===== config.mk =====
export PLATFORM = sky130hd
export DESIGN_NAME = alu_sequencer
export DESIGN_NICKNAME = d
export VERILOG_FILES = /design/src/rtl/alu_sequencer.sv
export SDC_FILE = /design/constraint.sdc
export NUM_CORES = 1
export LEC_CHECK = 0
export BUFFER_PORTS_ARGS = -buffer_cell sky130_fd_sc_hd__buf_2
export CAP_MARGIN = 25
export CORE_MARGIN = 5
export CORE_UTILIZATION = 54
export DETAILED_ROUTE_END_ITERATION = 7
export PLACE_DENSITY = 0.78
export REMOVE_ABC_BUFFERS = 1
export SLEW_MARGIN = 10
export SYNTH_ARGS = -nofsm -noshare
export SYNTH_HDL_FRONTEND = slang
export SYNTH_SLANG_ARGS = --single-unit

===== constraint.sdc =====
create_clock -name CLKb -period 6.6 [get_ports CLKb]
set_clock_uncertainty 0.05 [all_clocks]
set_input_delay 0.66 -clock CLKb [delete_from_list [all_inputs] [get_ports CLKb]]
set_output_delay 0.66 -clock CLKb [all_outputs]
set_load 0.02 [all_outputs]

===== src/rtl/alu_sequencer.sv =====
// alu_sequencer: issues one instruction at a time to an external ALU.
// It owns an NREG x W register file and drives the ALU's operand bus and strobes
// in a fixed order: load A, load B, evaluate, then write back.
// Register moves, immediate loads and reserved codes retire in one cycle
// without touching the ALU.
module alu_sequencer #(
  parameter int W    = 10,
  parameter int NREG = 8
) (
  input  logic                    CLKb,
  input  logic                    RSTb,
  input  logic                    Run,
  input  logic [9:0]              INSTR,
  input  logic [W-1:0]            DIN,
  input  logic [W-1:0]            Q,
  output logic [W-1:0]            OP,
  output logic [3:0]              FN,
  output logic                    Ain,
  output logic                    Gin,
  output logic                    Gout,
  output logic                    Busy,
  output logic                    Done,
  input  logic [$clog2(NREG)-1:0] RDSEL,
  output logic [W-1:0]            RDATA
);

  localparam int AW = $clog2(NREG);

  typedef enum logic [2:0] {
    S_IDLE,
    S_LDA,
    S_LDB,
    S_EXEC,
    S_WB
  } state_e;

  state_e         state_q, state_d;
  logic [3:0]     fn_lat_q;
  logic [AW-1:0]  rx_q, ry_q;
  logic [W-1:0]   regs_q [NREG];

  logic [W-1:0]   op_q, op_d;
  logic [3:0]     fn_q, fn_d;
  logic           ain_q, ain_d;
  logic           gin_q, gin_d;
  logic           gout_q, gout_d;
  logic           busy_q, busy_d;
  logic           done_q, done_d;

  logic           wr_en;
  logic [AW-1:0]  wr_addr;
  logic [W-1:0]   wr_data;

  logic [3:0]     in_fn;
  logic [AW-1:0]  in_rx, in_ry;
  logic           in_alu;

  assign in_fn  = INSTR[9:6];
  assign in_rx  = INSTR[5:3];
  assign in_ry  = INSTR[2:0];
  assign in_alu = (in_fn >= 4'd2) && (in_fn <= 4'd11);

  // State register: reset mid-operation abandons the instruction immediately.
  always_ff @(posedge CLKb or negedge RSTb) begin
    if (!RSTb) state_q <= S_IDLE;
    else       state_q <= state_d;
  end

  // Next-state: only ALU opcodes leave IDLE; the rest retire in place.
  always_comb begin
    state_d = state_q;
    unique case (state_q)
      S_IDLE:  if (Run && in_alu) state_d = S_LDA;
      S_LDA:   state_d = S_LDB;
      S_LDB:   state_d = S_EXEC;
      S_EXEC:  state_d = S_WB;
      S_WB:    state_d = S_IDLE;
      default: state_d = S_IDLE;
    endcase
  end

  // Output decode: computes the values the registered outputs take in the next state.
  always_comb begin
    op_d    = '0;
    fn_d    = fn_q;
    ain_d   = 1'b0;
    gin_d   = 1'b0;
    gout_d  = 1'b0;
    busy_d  = 1'b0;
    done_d  = 1'b0;
    wr_en   = 1'b0;
    wr_addr = rx_q;
    wr_data = '0;
    unique case (state_q)
      S_IDLE: begin
        if (Run) begin
          if (in_alu) begin
            op_d   = regs_q[in_rx];
            ain_d  = 1'b1;
            busy_d = 1'b1;
          end else begin
            done_d  = 1'b1;
            wr_addr = in_rx;
            if (in_fn == 4'd0) begin
              wr_en   = 1'b1;
              wr_data = regs_q[in_ry];
            end else if (in_fn == 4'd1) begin
              wr_en   = 1'b1;
              wr_data = DIN;
            end
          end
        end
      end
      S_LDA: begin
        op_d   = regs_q[ry_q];
        gin_d  = 1'b1;
        busy_d = 1'b1;
      end
      S_LDB: begin
        fn_d   = fn_lat_q;
        gout_d = 1'b1;
        busy_d = 1'b1;
      end
      S_EXEC: begin
        busy_d = 1'b1;
      end
      S_WB: begin
        wr_en   = 1'b1;
        wr_addr = rx_q;
        wr_data = Q;
        done_d  = 1'b1;
      end
      default: begin
        busy_d = 1'b0;
      end
    endcase
  end

  // Registered outputs so the ALU sees stable values at the following negedge.
  always_ff @(posedge CLKb or negedge RSTb) begin
    if (!RSTb) begin
      op_q   <= '0;
      fn_q   <= '0;
      ain_q  <= 1'b0;
      gin_q  <= 1'b0;
      gout_q <= 1'b0;
      busy_q <= 1'b0;
      done_q <= 1'b0;
    end else begin
      op_q   <= op_d;
      fn_q   <= fn_d;
      ain_q  <= ain_d;
      gin_q  <= gin_d;
      gout_q <= gout_d;
      busy_q <= busy_d;
      done_q <= done_d;
    end
  end

  // Instruction latch: captured only when an ALU op is accepted.
  always_ff @(posedge CLKb or negedge RSTb) begin
    if (!RSTb) begin
      fn_lat_q <= '0;
      rx_q     <= '0;
      ry_q     <= '0;
    end else if (state_q == S_IDLE && Run && in_alu) begin
      fn_lat_q <= in_fn;
      rx_q     <= in_rx;
      ry_q     <= in_ry;
    end
  end

  // Register file: single write port shared by mv/mvi and ALU write-back.
  always_ff @(posedge CLKb or negedge RSTb) begin
    if (!RSTb) begin
      for (int i = 0; i < NREG; i++) regs_q[i] <= '0;
    end else if (wr_en) begin
      regs_q[wr_addr] <= wr_data;
    end
  end

  assign OP    = op_q;
  assign FN    = fn_q;
  assign Ain   = ain_q;
  assign Gin   = gin_q;
  assign Gout  = gout_q;
  assign Busy  = busy_q;
  assign Done  = done_q;
  assign RDATA = regs_q[RDSEL];

endmodule


==> impl_metrics.env, run 1 <==
export IMPL_ys_seq_area_share_pct=41.32
export IMPL_reg2reg_from="state_q[1]$_DFFE_PN0P_"
export IMPL_cts_htree_levels=3
export IMPL_fp_row_count=41
export IMPL_end_kind="flip-flop"
export IMPL_cts_tree="yes"
export IMPL_grt_max_degree=58
export IMPL_fin_crit_sh_pct=52.25
export IMPL_ys_ff_latch=112
export IMPL_worst_pin_slew_ns=1.097
export IMPL_cts_resized=0
export IMPL_grt_antenna_before_repair=0
export IMPL_io_buffers=64
export IMPL_start_util_pct=54.41
export IMPL_syn_avg_cell_area_um2=14.84
export IMPL_via_per_inst=6.752
export IMPL_status="finished, final reports clean"
export IMPL_report_final_slew_viol_count=0
export IMPL_die_w_um=122.1
export IMPL_p_leak_uw=0.003419
export IMPL_coreArea_mm2=0.01247
export IMPL_cts_root_buf="clkbuf_16"
export IMPL_rsz0062_at_grt="no"
export IMPL_first_global_vias=4766
export IMPL_crit_arrival_ns=3.63
export IMPL_cts_buffer_depth=2
export IMPL_dieArea_mm2=0.01490
export IMPL_p_total_uw=2517
export IMPL_grt_pass1_wl_um=26940
export IMPL_synth_area_leaders="dfrtp_1 (41%), mux4_2 (25%), mux2_2 (15%)"
export IMPL_start_kind="flip-flop"
export IMPL_io_pins=65
export IMPL_tns_ns=0
export IMPL_place_hpwl_um=10830
export IMPL_setup_viol=0
export IMPL_vias=4571
export IMPL_r2r_cells=5
export IMPL_dr_pass1_iters=6
export IMPL_yosys_cell_count_top_type="dfrtp_1"
export IMPL_place_congestion=0.8420
export IMPL_wire_per_inst_um=25.15
export IMPL_async_reset_ff_share_pct=100.0
export IMPL_worstSkewPairLatency_ns=0.35
export IMPL_cp_required_ns=6.78
export IMPL_cts_setup_buffers=0
export IMPL_holdBufCountCts=0
export IMPL_yosys_area_top_type="dfrtp_1"
export IMPL_critical_path_max_fanout=12
export IMPL_drt_wl_total_um=17030
export IMPL_n_antenna_cell=0
export IMPL_syn_inst=457
export IMPL_max_freq_ghz=0.2900
export IMPL_drive_gt1_share_pct=51.29
export IMPL_slew_headroom_pct=26.84
export IMPL_dieHeight_um=122.1
export IMPL_fin_nets=536
export IMPL_clock_sinks=112
export IMPL_netlist_area_leader_share_pct=41.32
export IMPL_drc=0
export IMPL_hp_class="in2async"
export IMPL_postRouteAntennaNets=0
export IMPL_hold_violations=0
export IMPL_cts_buffers=9
export IMPL_pwr_density_cell_mw_per_mm2=334.0
export IMPL_critical_path_class="reg2reg"
export IMPL_yosysWarnings=0
export IMPL_r2r_end="regs_q[67]$_DFFE_PN0P_"
export IMPL_ys_types=32
export IMPL_r2r_slack_ns=3.15
export IMPL_maxCapViolations=0
export IMPL_ys_top_cells_by_count="dfrtp_1 (112), mux2_2 (90), mux4_2 (76)"
export IMPL_synthFlopType="dfrtp_1"
export IMPL_syn_to_final_growth_pct=11.11
export IMPL_grt_use_total_pct=24.32
export IMPL_syn_area_mm2=0.006783
export IMPL_synth_edf_count=0
export IMPL_fin_crit_ns=3.448
export IMPL_grt_overflow_total=0
export IMPL_clkTransAtPathRegs_ns=0.07
export IMPL_ir_drop_uv=191.5
export IMPL_drt_iter0_markers=317
==> layout make-up <==
| class | instances | area [µm²] |
|---|---|---|
| clock buffers | 11 | 242.7 |
| clock inverters | 5 | 87.58 |
| fillers | 984 | 4930 |
| inverters | 4 | 15.01 |
| multi-input cells | 306 | 3827 |
| flip-flops and latches | 112 | 2803 |
| well taps | 172 | 215.2 |
| repair buffers | 67 | 345.3 |
==> layer usage <==
| layer | wire length [µm] | vias up | global-route usage [%] |
|---|---|---|---|
| li1 | - | 1913 | - |
| met1 | 6834 | 2373 | 33.58 |
| met2 | 8159 | 247 | 38.74 |
| met3 | 1581 | 38 | 5.107 |
| met4 | 450 | 0 | 8.328 |
| met5 | 0 | - | 0 |
==> power breakdown <==
group | switching, µW | internal (µW)
clock | 251 | 348
combinational | 367 | 466
sequential | 234 | 851
total | 852 | 1660
==> worst max-delay path, stage by stage (launching register included) <==
cell      delay, ns
dfrtp_1        0.45
nor3b_2        0.91
a21oi_1        0.28
a211oi_4       0.41
nor2b_1        0.80
mux2_2         0.42
==> layout by cell type (no fill, tap or decap), types with 9 or more instances in the layout <==
cell / synthesis / routed
dfrtp_1: 112 / 112
mux2_2: 90 / 90
mux4_2: 76 / 76
buf_2: 3 / 63
mux2i_1: 40 / 40
o22ai_1: 14 / 14
mux2_1: 13 / 13
a22oi_1: 10 / 10
nand2_1: 9 / 9
clkbuf_16: 0 / 9
==> through the flow <==
step	hold slack (ns)	utilization (%)	setup slack [ns]	std cells	instance area, µm²
floorplan	0.3144	-	3.646	422	6640
global placement	0.4322	57.74	3.201	660	7198
detailed placement	0.4398	57.74	3.098	660	7198
CTS	0.3271	60.39	3.152	676	7528
global route	0.3707	60.45	3.005	677	7536
finish	0.2999	60.45	3.152	677	7536
==> worst max-delay path by stage <==
stage | startpoint | endpoint | slack, ns | cells past startpoint
5_1_grt | state_q[1]$_DFFE_PN0P_ | regs_q[67]$_DFFE_PN0P_ | 3.00 | 5
2_1_floorplan | Run | regs_q[71]$_DFFE_PN0P_ | 3.65 | 5
3_5_place_dp | Run | regs_q[71]$_DFFE_PN0P_ | 3.10 | 6
3_3_place_gp | Run | regs_q[66]$_DFFE_PN0P_ | 3.20 | 6
6_report | state_q[1]$_DFFE_PN0P_ | regs_q[67]$_DFFE_PN0P_ | 3.15 | 5
4_1_cts | state_q[1]$_DFFE_PN0P_ | regs_q[71]$_DFFE_PN0P_ | 3.15 | 5
==> cells by family (layout without fill, tap and decap cells) <==
group,after synthesis,in the layout,share of synthesized area [%]
AO/OA/AOI/OAI,43,43,4.353
flip-flops,112,112,41.32
multiplexers,219,219,48.24
buffers and inverters,39,87,2.324
AND/OR/NAND/NOR,44,44,3.763
==> flip-flops by register name (all words and copies together) (netlist names) <==
register  cells
Ain           1
Busy          1
Done          1
FN            4
Gin           1
Gout          1
OP           10
fn_lat_q      4
regs_q       80
rx_q          3
ry_q          3
state_q       3
(Power assumes the default switching activity.)
==> inputs of run 2 (changes only) <==
Settings changed: PLACE_DENSITY 0.78 to 0.81.
Clock period 6.6 ns to 2.9 ns, I/O delays scaled along.
==> impl_metrics.env, run 2 (synthesis results as in run 1) <==
export IMPL_holdBufCountCts=1
export IMPL_final_cell_mix="dfrtp_1 (112), mux2_2 (90), mux4_2 (76)"
export IMPL_place_congestion=0.8330
export IMPL_grt_use_total_pct=24.75
export IMPL_combPwrFrac_pct=34.1
export IMPL_cts_buffers=9
export IMPL_clock_sinks=112
export IMPL_final_cells=688
export IMPL_cts_resized=0
export IMPL_mostFrequentLayoutCell="dfrtp_1"
export IMPL_drc=0
export IMPL_tns_ns=0
export IMPL_ir_drop_uv=346.7
export IMPL_hold_violations=0
export IMPL_grt_pass1_wl_um=27270
export IMPL_crit_family="simple AND/OR/NAND/NOR gates"
export IMPL_clockPowerShare_pct=24.6
export IMPL_cp_cell_sequence="or4b_1 > a21o_1 > a211oi_4 > nand2_2 > mux2_1"
export IMPL_fin_worst_hold_slack_ns=0.1482
export IMPL_pwr_density_cell_mw_per_mm2=766.6
export IMPL_r2r_end="regs_q[7]$_DFFE_PN0P_"
export IMPL_drt_iter0_markers=356
export IMPL_crit_arrival_ns=2.95
export IMPL_switchingPower_uw=1988
export IMPL_largest_reg_flops=80
export IMPL_p_leak_uw=0.003498
export IMPL_grt_antenna_before_repair=0
export IMPL_critPathMaxStageDelay_ns=0.66
export IMPL_drive_gt1_share_pct=52.33
export IMPL_slowest_stage="or4b_1"
export IMPL_report_final_slew_viol_count=0
export IMPL_critical_path_max_fanout=10
export IMPL_critical_path_class="reg2reg"
export IMPL_clkTransAtPathRegs_ns=0.07
export IMPL_io_pins=65
export IMPL_cts_root_buf="clkbuf_16"
export IMPL_top_register="regs_q"
export IMPL_start_util_pct=54.41
export IMPL_fin_crit_sh_pct=95.11
export IMPL_rsz0062_at_grt="no"
export IMPL_placed_cells_incl_taps=671
export IMPL_cts_buffer_depth=2
export IMPL_n_antenna_cell=0
export IMPL_maxCapViolations=0
export IMPL_worst_pin_slew_ns=0.8310
export IMPL_slew_headroom_pct=44.48
export IMPL_r2r_slack_ns=0.14
export IMPL_dieArea_mm2=0.01490
export IMPL_status="finished, final reports clean"
export IMPL_p_int_uw=3892
export IMPL_cts_htree_levels=3
export IMPL_fin_nets=547
export IMPL_p_seq_share_pct=41.2
export IMPL_vias=4640
export IMPL_worstHoldPathCells=2
export IMPL_dr_pass1_iters=5
export IMPL_grt_overflow_total=0
export IMPL_p_sw_share_pct=33.81
export IMPL_coreArea_mm2=0.01247
export IMPL_postRouteAntennaNets=0
export IMPL_place_hpwl_um=11360
export IMPL_dieHeight_um=122.1
export IMPL_holdPathEnd="fn_lat_q[1]$_DFFE_PN0P_"
export IMPL_start_kind="flip-flop"
export IMPL_io_buffers=64
export IMPL_max_freq_ghz=0.3625
export IMPL_drt_wl_total_um=17560
export IMPL_hold_start="INSTR[7]"
export IMPL_cp_required_ns=3.09
export IMPL_wire_per_inst_um=25.53
export IMPL_die_w_um=122.1
export IMPL_fin_crit_ns=2.758
export IMPL_cts_tree="yes"
export IMPL_worstSkewPairLatency_ns=0.36
export IMPL_r2r_cells=5
export IMPL_hp_class="in2reg"
export IMPL_syn_to_final_growth_pct=13.10
export IMPL_critPathBufInv=0
export IMPL_via_per_inst=6.744
export IMPL_reg2reg_from="state_q[2]$_DFFE_PN0P_"
export IMPL_first_global_vias=4836
export IMPL_cts_setup_buffers=0
export IMPL_setup_viol=0
export IMPL_fp_row_count=41
export IMPL_grt_max_degree=65
export IMPL_p_total_uw=5881
export IMPL_end_kind="flip-flop"
## run 2: area by class of cell
type | count | area, µm²
Sequential cell | 112 | 2803
Inverter | 4 | 15.01
Clock inverter | 7 | 117.6
Multi-Input combinational cell | 306 | 3827
Tap cell | 172 | 215.2
Fill cell | 927 | 4795
Clock buffer | 9 | 225.2
Timing Repair Buffer | 78 | 467.9
## run 2: worst max path at each step
stage	from	endpoint	slack, ns	cells past startpoint
floorplan	state_q[1]$_DFFE_PN0P_	regs_q[73]$_DFFE_PN0P_	0.03	5
global placement	state_q[2]$_DFFE_PN0P_	regs_q[1]$_DFFE_PN0P_	0.26	5
detailed placement	state_q[2]$_DFFE_PN0P_	regs_q[69]$_DFFE_PN0P_	0.17	6
CTS	state_q[2]$_DFFE_PN0P_	regs_q[7]$_DFFE_PN0P_	0.16	5
global route	state_q[1]$_DFFE_PN0P_	regs_q[78]$_DFFE_PN0P_	0.03	6
finish	state_q[2]$_DFFE_PN0P_	regs_q[7]$_DFFE_PN0P_	0.14	5
## run 2: routing by layer
layer	vias to the layer above	global-route usage, %	part of all wire, %
li1	1940	-	-
met5	-	0	0
met3	48	6.175	9.1
met1	2394	32.08	38
met4	0	11.34	3.8
met2	258	39.64	49
## run 2: power groups by stage
stage / registers (µW) / logic [µW] / clock network (µW)
global route: 2470 / 2140 / 1510
CTS: 2400 / 2020 / 1460
floorplan: 2430 / 1290 / 0
finish: 2420 / 2010 / 1450
detailed placement: 2430 / 2000 / 0
global placement: 2380 / 1940 / 0
## run 2: through the flow
stage	setup WS (ns)	utilization (%)	cell area, µm²
5_1_grt	0.02632	61.54	7671
2_1_floorplan	0.03344	-	6640
4_1_cts	0.1616	61.54	7671
3_3_place_gp	0.2594	58.71	7318
6_report	0.1417	61.54	7671
3_5_place_dp	0.1671	58.71	7318
## run 2: worst register-to-register path, cell delays in order, from the launching register on
cell      delay [ns]
dfrtp_1         0.44
or4b_1          0.66
a21o_1          0.35
a211oi_4        0.39
nand2_2         0.35
mux2_1          0.42
==> inputs of run 3 (changes only) <==
Settings changed: CORE_ASPECT_RATIO set to 0.7, SETUP_SLACK_MARGIN set to 0.3.
==> impl_metrics.env, run 3 (synthesis results as in run 1) <==
export IMPL_syn_to_final_growth_pct=13.52
export IMPL_fillers=932
export IMPL_p_sw_share_pct=35.39
export IMPL_r2r_cells=6
export IMPL_cts_buffer_depth=2
export IMPL_clockPowerShare_pct=20.0
export IMPL_place_congestion=0.8882
export IMPL_wire_per_inst_um=26.71
export IMPL_place_hpwl_um=12040
export IMPL_fin_nets=555
export IMPL_p_leak_uw=0.003507
export IMPL_clkTransAtPathRegs_ns=0.07
export IMPL_die_w_um=144.0
export IMPL_worst_pin_slew_ns=0.9165
export IMPL_top_register="regs_q"
export IMPL_via_per_inst=6.914
export IMPL_clock_sinks=112
export IMPL_cts_htree_levels=3
export IMPL_setup_viol=0
export IMPL_hold_start="INSTR[7]"
export IMPL_dieArea_mm2=0.01494
export IMPL_drc=0
export IMPL_vias=4736
export IMPL_rsz0062_at_grt="yes"
export IMPL_final_area_mm2=0.007700
export IMPL_mostFrequentLayoutCell="dfrtp_1"
export IMPL_final_cell_mix="dfrtp_1 (109), mux2_2 (90), mux4_2 (76)"
export IMPL_critical_path_max_fanout=10
export IMPL_dieHeight_um=103.8
export IMPL_drt_iter0_markers=503
export IMPL_status="finished, final reports clean"
export IMPL_cts_root_buf="clkbuf_16"
export IMPL_reg2reg_from="state_q[0]$_DFFE_PN0P_"
export IMPL_p_seq_share_pct=43.1
export IMPL_grt_pass1_wl_um=28130
export IMPL_cp_cell_sequence="or4b_4 > a211oi_1 > a211oi_4 > buf_4 > nand2_2 > mux2_2"
export IMPL_critPathMaxStageDelay_ns=0.59
export IMPL_io_pins=65
export IMPL_grt_antenna_before_repair=0
export IMPL_dr_pass1_iters=5
export IMPL_grt_overflow_total=0
export IMPL_hold_violations=0
export IMPL_maxCapViolations=0
export IMPL_crit_arrival_ns=2.76
export IMPL_regArea_mm2=0.002806
export IMPL_start_kind="flip-flop"
export IMPL_hp_class="in2reg"
export IMPL_worstSkewPairLatency_ns=0.35
export IMPL_fin_crit_sh_pct=88.68
export IMPL_holdPathEnd="fn_lat_q[1]$_DFFE_PN0P_"
export IMPL_multi_input_area_mm2=0.003875
export IMPL_start_util_pct=54.79
export IMPL_largest_reg_flops=80
export IMPL_grt_max_degree=72
export IMPL_placed_area_mm2=0.007336
export IMPL_r2r_end="regs_q[40]$_DFFE_PN0P_"
export IMPL_first_global_vias=4864
export IMPL_p_int_uw=3661
export IMPL_postRouteAntennaNets=0
export IMPL_n_antenna_cell=0
export IMPL_max_freq_ghz=0.3888
export IMPL_pwr_density_cell_mw_per_mm2=735.8
export IMPL_r2r_slack_ns=0.33
export IMPL_startpoint="state_q[0]$_DFFE_PN0P_"
export IMPL_tns_ns=0
export IMPL_critical_path_class="reg2reg"
export IMPL_combPwrFrac_pct=36.9
export IMPL_fin_crit_ns=2.572
export IMPL_cts_buffers=9
export IMPL_io_buffers=64
export IMPL_coreArea_mm2=0.01238
export IMPL_drt_wl_total_um=18300
export IMPL_drive_gt1_share_pct=55.07
export IMPL_worstHoldPathCells=2
export IMPL_end_kind="flip-flop"
export IMPL_slowest_stage="or4b_4"
export IMPL_report_final_slew_viol_count=0
export IMPL_ir_drop_uv=379.9
export IMPL_fp_row_count=34
export IMPL_cts_tree="yes"
export IMPL_slew_headroom_pct=38.77
export IMPL_grt_use_total_pct=25.00
export IMPL_cp_required_ns=3.09
export IMPL_switchingPower_uw=2005
==> run 3: changes by cell type in the layout (fill, tap and decap cells not counted), moves of 2 or more <==
cell	before	now
buf_4	11	18
bufinv_16	3	0
clkbuf_1	0	2
clkinv_2	2	0
clkinv_4	0	2
clkinvlp_4	0	2
dfrtp_1	112	109
dfrtp_2	0	3
inv_6	2	0
o21ai_1	8	2
o21ai_2	0	6
==> run 3: power groups by stage <==
| stage | clock (µW) | sequential (µW) | combinational [µW] |
|---|---|---|---|
| global placement | 0 | 2380 | 1960 |
| CTS | 1160 | 2410 | 2050 |
| finish | 1130 | 2440 | 2090 |
| detailed placement | 0 | 2430 | 2030 |
| floorplan | 0 | 2430 | 1290 |
| global route | 1220 | 2480 | 2230 |
==> run 3: repair_timing <==
item / in CTS / in global routing
pin swaps: 2 / 2
hold endpoints to repair: 41 / 0
setup buffers: 1 / 3
hold buffers: 1 / 0
endpoints found under the setup margin: 76 / 69
gates resized for setup: 4 / 13
==> run 3: cell type report <==
cell class | instances | area share, %
multi-input combinational | 306 | 50.33
sequential | 112 | 36.45
timing repair buffer | 86 | 6.955
clock inverter | 4 | 0.4225
clock buffer | 11 | 3.022
inverter | 4 | 0.1950
tap | 162 | 2.632
==> run 3: stage by stage <==
| step | util, % | setup WS [ns] | cells | power, µW | hold WS (ns) |
|---|---|---|---|---|---|
| global route | 62.20 | 0.2788 | 685 | 5929 | 0.1807 |
| detailed placement | 59.26 | 0.1680 | 665 | 4456 | 0.2658 |
| floorplan | - | 0.03344 | 422 | 3718 | -0.05559 |
| finish | 62.20 | 0.3283 | 685 | 5666 | 0.1713 |
| CTS | 61.64 | 0.2792 | 682 | 5608 | 0.1581 |
| global placement | 59.26 | 0.2251 | 665 | 4336 | 0.2560 |
==> run 3: per-layer routing <==
layer | routed length (µm) | up-vias | track usage, %
met5 | 0 | - | 0
met4 | 583 | 0 | 9.005
met3 | 2094 | 51 | 7.554
met2 | 8524 | 302 | 36.72
met1 | 7093 | 2434 | 35.45
li1 | - | 1949 | -
==> run 3: how the worst max path moves through the flow <==
| stage | endpoint | slack (ns) |
|---|---|---|
| global route | regs_q[11]$_DFFE_PN0P_ | 0.28 |
| global placement | regs_q[65]$_DFFE_PN0P_ | 0.23 |
| floorplan | regs_q[73]$_DFFE_PN0P_ | 0.03 |
| CTS | regs_q[21]$_DFFE_PN0P_ | 0.28 |
| finish | regs_q[40]$_DFFE_PN0P_ | 0.33 |
| detailed placement | regs_q[63]$_DFFE_PN0P_ | 0.17 |
==> run 3: worst max-delay path, delay by kind of cell, from the launching register on <==
family                 cells  cell delay (ns)
AOI/OAI and AO/OA          2             0.46
muxes                      1             0.40
DFF                        1             0.45
and+or+nand+nor            2             0.92
buffers and inverters      1             0.17
